### src/rtl/cmsdk_apb4_eg_pkg.sv
// Shared types and helpers for the APB4 wait-state slave front-end.
package cmsdk_apb4_eg_pkg;

  typedef enum logic [1:0] {
    ST_IDLE = 2'd0,
    ST_REQ  = 2'd1,
    ST_RESP = 2'd2
  } state_t;

  // The two supported bus data widths
  localparam int unsigned DW_NARROW = 32;
  localparam int unsigned DW_WIDE   = 64;

  // Number of low address bits that must be zero for a word-aligned access
  function automatic int unsigned addr_lsbs(input int unsigned dw);
    return (dw == DW_WIDE) ? 3 : ((dw == DW_NARROW) ? 2 : 2);
  endfunction

endpackage

### src/rtl/cmsdk_apb4_eg_slave_ws_interface_if.sv
// APB4 bus bundle between fabric (master) and the slave front-end (slave).
interface cmsdk_apb4_eg_slave_ws_interface_if #(
  parameter int unsigned ADDRWIDTH = 12,
  parameter int unsigned DATAWIDTH = 32
);
  logic                   psel;
  logic [ADDRWIDTH-1:0]   paddr;
  logic                   penable;
  logic                   pwrite;
  logic [DATAWIDTH-1:0]   pwdata;
  logic [DATAWIDTH/8-1:0] pstrb;
  logic [2:0]             pprot;
  logic [DATAWIDTH-1:0]   prdata;
  logic                   pready;
  logic                   pslverr;

  modport master (
    output psel, paddr, penable, pwrite, pwdata, pstrb, pprot,
    input  prdata, pready, pslverr
  );

  modport slave (
    input  psel, paddr, penable, pwrite, pwdata, pstrb, pprot,
    output prdata, pready, pslverr
  );
endinterface

### src/rtl/cmsdk_apb4_eg_timeout_cnt.sv
// Request-phase cycle counter; done flags the last allowed wait cycle.
module cmsdk_apb4_eg_timeout_cnt #(
  parameter int unsigned TIMEOUT = 16
) (
  input  logic clk,
  input  logic rst_n,
  input  logic clear,
  input  logic enable,
  output logic done
);
  localparam int unsigned CW = $clog2(TIMEOUT + 1);

  logic [CW-1:0] count;

  // clear has priority so a fresh request always starts from zero
  always_ff @(posedge clk or negedge rst_n) begin
    if (!rst_n) begin
      count <= '0;
    end else if (clear) begin
      count <= '0;
    end else if (enable) begin
      count <= count + 1'b1;
    end
  end

  assign done = (count == CW'(TIMEOUT - 1));
endmodule

### src/rtl/cmsdk_apb4_eg_slave_ws_interface.sv
// APB4 slave front-end: turns APB transfers into a held register request with
// wait states, timeout and decode/protection error responses.
module cmsdk_apb4_eg_slave_ws_interface
  import cmsdk_apb4_eg_pkg::*;
#(
  parameter int unsigned ADDRWIDTH  = 12,
  parameter int unsigned DATAWIDTH  = 32,
  parameter int unsigned ADDR_MAX   = 'hFFF,
  parameter int unsigned TIMEOUT    = 16,
  parameter bit          PROT_CHECK = 1'b1
) (
  input  logic                   pclk,
  input  logic                   presetn,
  cmsdk_apb4_eg_slave_ws_interface_if.slave apb,
  output logic [ADDRWIDTH-1:0]   addr,
  output logic                   read_en,
  output logic                   write_en,
  output logic [DATAWIDTH/8-1:0] byte_strobe,
  output logic [DATAWIDTH-1:0]   wdata,
  input  logic [DATAWIDTH-1:0]   rdata,
  input  logic                   reg_ready,
  input  logic                   reg_err
);
  localparam int unsigned LSBS = addr_lsbs(DATAWIDTH);

  state_t                 state_q, state_d;
  logic                   is_write_q;
  logic                   setup, decode_err;
  logic                   cnt_clear, cnt_en, cnt_done;
  logic                   read_en_d, write_en_d, pready_d, pslverr_d;
  logic [DATAWIDTH-1:0]   prdata_d;
  logic                   unused_prot;

  assign setup = apb.psel & ~apb.penable;

  // Rejected transfers never reach the register side
  assign decode_err = (32'(apb.paddr) > ADDR_MAX)
                    | (apb.paddr[LSBS-1:0] != '0)
                    | (PROT_CHECK & apb.pwrite & apb.pprot[1]);

  assign cnt_clear   = (state_q == ST_IDLE) & setup & ~decode_err;
  assign cnt_en      = (state_q == ST_REQ);
  assign unused_prot = ^{apb.pprot[2], apb.pprot[0]};

  cmsdk_apb4_eg_timeout_cnt #(.TIMEOUT(TIMEOUT)) u_timeout_cnt (
    .clk    (pclk),
    .rst_n  (presetn),
    .clear  (cnt_clear),
    .enable (cnt_en),
    .done   (cnt_done)
  );

  // State register plus the registered request/response outputs
  always_ff @(posedge pclk or negedge presetn) begin
    if (!presetn) begin
      state_q     <= ST_IDLE;
      read_en     <= 1'b0;
      write_en    <= 1'b0;
      apb.pready  <= 1'b0;
      apb.pslverr <= 1'b0;
      apb.prdata  <= '0;
    end else begin
      state_q     <= state_d;
      read_en     <= read_en_d;
      write_en    <= write_en_d;
      apb.pready  <= pready_d;
      apb.pslverr <= pslverr_d;
      apb.prdata  <= prdata_d;
    end
  end

  // Capture the transfer attributes at the setup phase
  always_ff @(posedge pclk or negedge presetn) begin
    if (!presetn) begin
      addr        <= '0;
      wdata       <= '0;
      byte_strobe <= '0;
      is_write_q  <= 1'b0;
    end else if ((state_q == ST_IDLE) && setup) begin
      addr        <= apb.paddr;
      wdata       <= apb.pwdata;
      byte_strobe <= apb.pstrb;
      is_write_q  <= apb.pwrite;
    end
  end

  // Next-state decode; a dropped psel abandons the request silently
  always_comb begin
    state_d = state_q;
    case (state_q)
      ST_IDLE: if (setup) state_d = decode_err ? ST_RESP : ST_REQ;
      ST_REQ: begin
        if (!apb.psel)                 state_d = ST_IDLE;
        else if (reg_ready | cnt_done) state_d = ST_RESP;
      end
      ST_RESP: state_d = ST_IDLE;
      default: state_d = ST_IDLE;
    endcase
  end

  // Next values of the registered outputs; response fields default to zero
  always_comb begin
    read_en_d  = read_en;
    write_en_d = write_en;
    pready_d   = 1'b0;
    pslverr_d  = 1'b0;
    prdata_d   = '0;
    case (state_q)
      ST_IDLE: begin
        read_en_d  = 1'b0;
        write_en_d = 1'b0;
        if (setup && !decode_err) begin
          read_en_d  = ~apb.pwrite;
          write_en_d = apb.pwrite;
        end else if (setup) begin
          pready_d  = 1'b1;
          pslverr_d = 1'b1;
        end
      end
      ST_REQ: begin
        if (!apb.psel) begin
          read_en_d  = 1'b0;
          write_en_d = 1'b0;
        end else if (reg_ready) begin
          read_en_d  = 1'b0;
          write_en_d = 1'b0;
          pready_d   = 1'b1;
          pslverr_d  = reg_err;
          prdata_d   = is_write_q ? '0 : rdata;
        end else if (cnt_done) begin
          read_en_d  = 1'b0;
          write_en_d = 1'b0;
          pready_d   = 1'b1;
          pslverr_d  = 1'b1;
        end
      end
      default: begin
        read_en_d  = 1'b0;
        write_en_d = 1'b0;
      end
    endcase
  end
endmodule

### src/flat_wrapper.sv
// flat-port wrapper written by rule: the top's interface ports become plain ports
module cmsdk_apb4_eg_slave_ws_interface_flat import cmsdk_apb4_eg_pkg::*;
#(
  parameter int unsigned ADDRWIDTH  = 12,
  parameter int unsigned DATAWIDTH  = 32,
  parameter int unsigned ADDR_MAX   = 'hFFF,
  parameter int unsigned TIMEOUT    = 16,
  parameter bit          PROT_CHECK = 1'b1
)
  (pclk, presetn, addr, read_en, write_en, byte_strobe, wdata, rdata, reg_ready, reg_err, apb_psel, apb_paddr, apb_penable, apb_pwrite, apb_pwdata, apb_pstrb, apb_pprot, apb_prdata, apb_pready, apb_pslverr);
  cmsdk_apb4_eg_slave_ws_interface_if #(.ADDRWIDTH(ADDRWIDTH), .DATAWIDTH(DATAWIDTH)) apb_i ();
  input  logic pclk;
  input  logic presetn;
  output logic [ADDRWIDTH-1:0] addr;
  output logic read_en;
  output logic write_en;
  output logic [DATAWIDTH/8-1:0] byte_strobe;
  output logic [DATAWIDTH-1:0] wdata;
  input  logic [DATAWIDTH-1:0] rdata;
  input  logic reg_ready;
  input  logic reg_err;
  input wire logic [$bits(apb_i.psel)-1:0] apb_psel;
  input wire logic [$bits(apb_i.paddr)-1:0] apb_paddr;
  input wire logic [$bits(apb_i.penable)-1:0] apb_penable;
  input wire logic [$bits(apb_i.pwrite)-1:0] apb_pwrite;
  input wire logic [$bits(apb_i.pwdata)-1:0] apb_pwdata;
  input wire logic [$bits(apb_i.pstrb)-1:0] apb_pstrb;
  input wire logic [$bits(apb_i.pprot)-1:0] apb_pprot;
  output wire logic [$bits(apb_i.prdata)-1:0] apb_prdata;
  output wire logic [$bits(apb_i.pready)-1:0] apb_pready;
  output wire logic [$bits(apb_i.pslverr)-1:0] apb_pslverr;
  assign apb_i.psel = apb_psel;
  assign apb_i.paddr = apb_paddr;
  assign apb_i.penable = apb_penable;
  assign apb_i.pwrite = apb_pwrite;
  assign apb_i.pwdata = apb_pwdata;
  assign apb_i.pstrb = apb_pstrb;
  assign apb_i.pprot = apb_pprot;
  assign apb_prdata = apb_i.prdata;
  assign apb_pready = apb_i.pready;
  assign apb_pslverr = apb_i.pslverr;
  cmsdk_apb4_eg_slave_ws_interface #(.ADDRWIDTH(ADDRWIDTH), .DATAWIDTH(DATAWIDTH), .ADDR_MAX(ADDR_MAX), .TIMEOUT(TIMEOUT), .PROT_CHECK(PROT_CHECK)) u_core (.pclk(pclk), .presetn(presetn), .apb(apb_i), .addr(addr), .read_en(read_en), .write_en(write_en), .byte_strobe(byte_strobe), .wdata(wdata), .rdata(rdata), .reg_ready(reg_ready), .reg_err(reg_err));
endmodule
### config.mk
export PLATFORM = sky130hd
export DESIGN_NAME = cmsdk_apb4_eg_slave_ws_interface_flat
export DESIGN_NICKNAME = d
export VERILOG_FILES = /design/src/rtl/cmsdk_apb4_eg_pkg.sv /design/src/rtl/cmsdk_apb4_eg_slave_ws_interface_if.sv /design/src/rtl/cmsdk_apb4_eg_timeout_cnt.sv /design/src/rtl/cmsdk_apb4_eg_slave_ws_interface.sv /design/src/flat_wrapper.sv
export SDC_FILE = /design/constraint.sdc
export NUM_CORES = 1
export LEC_CHECK = 0
export ABC_AREA = 1
export CAP_MARGIN = 20
export CORE_ASPECT_RATIO = 0.6
export CORE_MARGIN = 1
export CORE_UTILIZATION = 33
export CTS_CLUSTER_DIAMETER = 30
export DETAILED_ROUTE_END_ITERATION = 7
export GPL_TIMING_DRIVEN = 0
export PLACE_DENSITY = 0.67
export RECOVER_POWER = 50
export SLEW_MARGIN = 15
export SYNTH_ARGS = -nofsm -noshare
export SYNTH_HDL_FRONTEND = slang
export SYNTH_HIERARCHICAL = 1
export SYNTH_SLANG_ARGS = --single-unit
### constraint.sdc
create_clock -name pclk -period 1.77 [get_ports pclk]
set_clock_uncertainty 0.2 [all_clocks]
set_input_delay 0.177 -clock pclk [delete_from_list [all_inputs] [get_ports pclk]]
set_output_delay 0.177 -clock pclk [all_outputs]
set_load 0.01 [all_outputs]
# Word-level counts from Yosys, hierarchy flattened
# Cells that the tools add are included.
# totals
register_bits	92
input_bits	90
output_inout_bits	84
wordCells	60
# classes
addsub	1
eq_ne	5
muxes	27
bitwise_logic	9
reduce_logical	7
# op_table
cell	n
$mux W32	4
$mux W1	12
$mux W5	2
$mux W2	4
$pmux W1 S2	4
$add A5 B1 Y5 const B	1
$eq A5 B4 Y1 const B	1
$and A1 B1 Y1	4
$ne A4 B4 Y1 const B	1
$pmux W2 S2	1
$reduce_bool A2 Y1	2
$ne A3 B3 Y1 const B	1
$not A1 Y1	3
$eq A2 B1 Y1 const B	1
$logic_and A1 B1 Y1	2
$logic_not A2 Y1	1
$ne A2 B1 Y1 const B	1
$or A1 B1 Y1	2
$reduce_and A2 Y1	1
$logic_not A1 Y1	1

# Depth between registers and ports, before layout
# logic_depth
ltp_word	6
mapped_depth	9
ltp_nobuf	8

# Cells and area by module
# The synthesis kept the hierarchy.
# by_module_without_submodules
module	n_inst	cells_each	area_per_inst_um2	seq_area_each_um2
cmsdk_apb4_eg_slave_ws_interface	1	350	3373.2	2177.1
cmsdk_apb4_eg_timeout_cnt	1	30	270.3	125.1

# Worst setup path before layout
# OpenSTA, ideal clock, no wires.
# synth_timing
path_kind	register to register
start	register u_core.u_timeout_cnt.count[0]
end	register u_core.apb.pslverr
setup_time_ns	0.118
arrival_ns	1.283
slack_ns	0.169
path_stages_with_launch	7
path_buffers	0
period_less_slack_ns	1.601
cell_sequence	dfrtp_1 > ha_1 > and3_1 > ha_1 > nor2_1 > nand3b_1 > nand2_1
# synth_between
elab_chain_cells	5
# synth_lines
item	line	rtl
from (decl)	cmsdk_apb4_eg_timeout_cnt.sv:13	logic [CW-1:0] count;
from (signal assigned)	cmsdk_apb4_eg_timeout_cnt.sv:22	count <= count + 1'b1;
$eq A5 B4 Y1	cmsdk_apb4_eg_timeout_cnt.sv:26	assign done = (count == CW'(TIMEOUT - 1));
named net u_core.cnt_done	cmsdk_apb4_eg_slave_ws_interface.sv:29	logic cnt_clear, cnt_en, cnt_done;
$mux W1	cmsdk_apb4_eg_slave_ws_interface.sv:130	end else if (cnt_done) begin
$mux W1	cmsdk_apb4_eg_slave_ws_interface.sv:124	end else if (reg_ready) begin
$mux W1	cmsdk_apb4_eg_slave_ws_interface.sv:121	if (!apb.psel) begin
$pmux W1 S2	cmsdk_apb4_eg_slave_ws_interface.sv:108	case (state_q)
named net u_core.pslverr_d	cmsdk_apb4_eg_slave_ws_interface.sv:30	logic read_en_d, write_en_d, pready_d, pslverr_d;
to (signal assigned)	cmsdk_apb4_eg_slave_ws_interface.sv:67	apb.pslverr <= pslverr_d;
to (decl)	cmsdk_apb4_eg_slave_ws_interface_if.sv:24	output prdata, pready, pslverr
# The timed path passes the listed nets, and every way through them passes these cells.
# A chain may end at the register's enable or synchronous reset.

# Final worst setup path
# Same ends and word-level chain as after synthesis.

==> results.md <==
- Status: complete, no violations
- Routed wl met2: 4120 um
- Fin worst setup slack: 0.0662 ns
- Syn. warnings: 6
- CTS root buf: clkbuf_16
- CP Class: register to register
- GP Congestion: 0.737
- Gr usage total: 0.173
- Slew @ Worst Pin: 0.541 ns
- Initial Util: 0.342
- Hold WS: 0.162 ns
- CP max-delay cell: dfrtp_1
- DRT iter0 DRCs: 76
- Worst EP arrival: 1.73 ns
- Peak supply drop: 0.473 mV
- Vias/cell: 4.32
- Endpoints failing setup: 0
- Worst Path Required: 1.79 ns
- Die X: 138 um
- CTS tree: built
- Placed cells: 691
- Die Y: 83.4 um
- WL per Instance: 13.0 um
- Wl on met1: 4190 um
- First-pass GRT wire length: 15200 um
- Setup TNS: 0 ns
- Total grt overflow: 0
- Critical Path Source Type: register
- Mapped cell area: 3640 um^2
- Post-synthesis sequential area ratio: 0.632
- Drt drc: 0
- Final Hold Viols: 0
- Die area: 11500 um^2
- Power Density: 926 nW/um^2
- Crit-path most repeated cell: ha_1
- Worst slack at placement: -0.175 ns
- Cell-by-cell trace of the critical path: ha_1, and3_1, ha_1, nor2_2, nand3b_1, nand2_1
- Io pins: 174
- Maxcap violations: 0
- Highest Signal Layer: met4
- Vias: 3052
- Hold crit path type: primary input to register
- Cell row count: 29
- Fin crit share: 0.963
- Initial antenna violation count: 0
- Antenna Cells: 0
- Clock sinks: 92
- Clk buf depth: 2
- Antenna Nets Post-Route: 0
- Worst-skew pair later-pin latency: 0.33 ns
- Final non-filler cell total: 706
- Achievable Freq: 587 MHz
- Hpwl dp: 6720 um
- H-Tree Depth: 3
- First-pass DRT Iterations: 5
- Postcts setup bufs: 0
- Synth Net Count: 472
- Share of layout cells above drive strength 1: 0.108
- Core area: 10700 um^2
- LEAKAGE: 2.75 nW
- Vias in the first global route: 3141
- Syn Inst Count: 380
- Final Power: 0.00539 W
- Min Tclk post-route: 1.70 ns
- IO Port Bufs: 171
- Max Slew Vio Count: 0
- FILL cells: 955
- Final nets: 656
- RSZ-0062 raised after global routing: yes
- Largest net degree at the start of global routing: 51
- Synth cell types: 22
- #FFs+latches synth: 92
- Avg Cell Area, Syn: 9.59 um^2
- Max incr delay on CP: 0.43 ns
- CTS buffer count: 9
- Rel. slew slack: 0.640
- Reg clk slew, reported paths: 0.06 ns
- Final WL: 9200 um
- Setup crit end kind: register
- Met3 WL post-DR: 769 um
- Area growth syn-to-layout: 59.6%
- Critical Path Fanout Max: 4
## cell type report
| type | count | area (um^2) | share of cell area |
|---|---|---|---|
| Tap cell | 139 | 174 | 0.0299 |
| Clock inverter | 3 | 15.0 | 0.00258 |
| Multi-Input combinational cell | 259 | 1160 | 0.199 |
| Clock buffer | 11 | 243 | 0.0417 |
| Sequential cell | 92 | 2300 | 0.396 |
| Timing Repair Buffer | 173 | 1730 | 0.298 |
| Inverter | 11 | 41.3 | 0.00710 |
| Buffer | 18 | 153 | 0.0262 |
## repair_timing
action,4_1_cts,5_1_grt
hold buffers,1,0
pin swaps,0,1
resized for setup,1,3
endpoints found under the hold margin,42,0
endpoints found under the setup margin,1,5
## report_power, final
part / total, W / switching, W / internal, W
combinational: 0.00121 / 0.000532 / 0.000676
clock: 0.00169 / 0.000724 / 0.000966
sequential: 0.00249 / 0.000143 / 0.00235
## stage by stage
stage / utilization / instance area, um^2
2_1_floorplan: - / 3640
3_3_place_gp: 0.518 / 5530
3_5_place_dp: 0.521 / 5550
4_1_cts: 0.546 / 5820
5_1_grt: 0.545 / 5820
6_report: 0.545 / 5820
## layout by cell type (no fill, tap or decap), drive strengths merged, types with 3 or more instances in the layout
cell	count
buf	20
clkbuf	11
clkdlybuf4s50	170
clkinv	3
dfrtp	92
inv	11
nand2	195
nand3	6
nor2	45
o21ai	4
## synthesized netlist by cell type, drive strengths merged
cell    count  area (um^2)
a211oi      1         7.51
a21oi       2         10.0
and3        1         6.26
buf        18          150
dfrtp      92         2300
ha          2         25.0
inv        11         41.3
nand2     195          739
nand3       6         30.0
nand3b      1         7.51
nor2       45          292
o21ai       4         20.0
or2         2         12.5
## cells by family after synthesis
kind of cell    after synthesis  synth area share
buf+inv                      29            0.0525
compound gates                7            0.0103
simple gates                250             0.298
fa+ha+maj                     2           0.00687
flops                        92             0.632
## critical path: cells and delay by family, from the launching register on
family	cells	cell delay, ns
simple gates	4	0.52
fa+ha+maj	2	0.45
flops	1	0.43
## flip-flops by register name (all words and copies together), names as in the netlist
name / flops
u_core/write_en: 1
u_core/addr: 12
u_core/apb.prdata: 32
u_core/byte_strobe: 4
u_core/is_write_q: 1
u_core/apb.pready: 1
u_core/u_timeout_cnt/count: 5
u_core/apb.pslverr: 1
u_core/wdata: 32
u_core/read_en: 1
u_core/state_q: 2
## worst paths after layout
kind / from / endpoint / slack [ns] / cells after the start
min reg2reg: u_core/byte_strobe[1]$_DFFE_PN0P_ / u_core/byte_strobe[1]$_DFFE_PN0P_ / 0.27 / 2
min in group asynchronous: presetn / u_core/apb.prdata[1]$_DFF_PN0_ / 0.17 / 2
max: u_core/u_timeout_cnt/count[0]$_DFFE_PN0P_ / u_core/apb.pslverr$_DFF_PN0_ / 0.07 / 6
max in group asynchronous: presetn / u_core/wdata[25]$_DFFE_PN0P_ / 0.37 / 3
min: rdata[27] / u_core/apb.prdata[27]$_DFF_PN0_ / 0.16 / 3
max reg2reg: u_core/u_timeout_cnt/count[0]$_DFFE_PN0P_ / u_core/apb.pslverr$_DFF_PN0_ / 0.07 / 6
## layer usage
layer  track usage  vias up
met2         0.278      110
met3        0.0629       10
met5             0        -
met1         0.218     1422
li1              -     1510
met4        0.0480        0
Note: power is estimated with default switching activity, not from simulation.
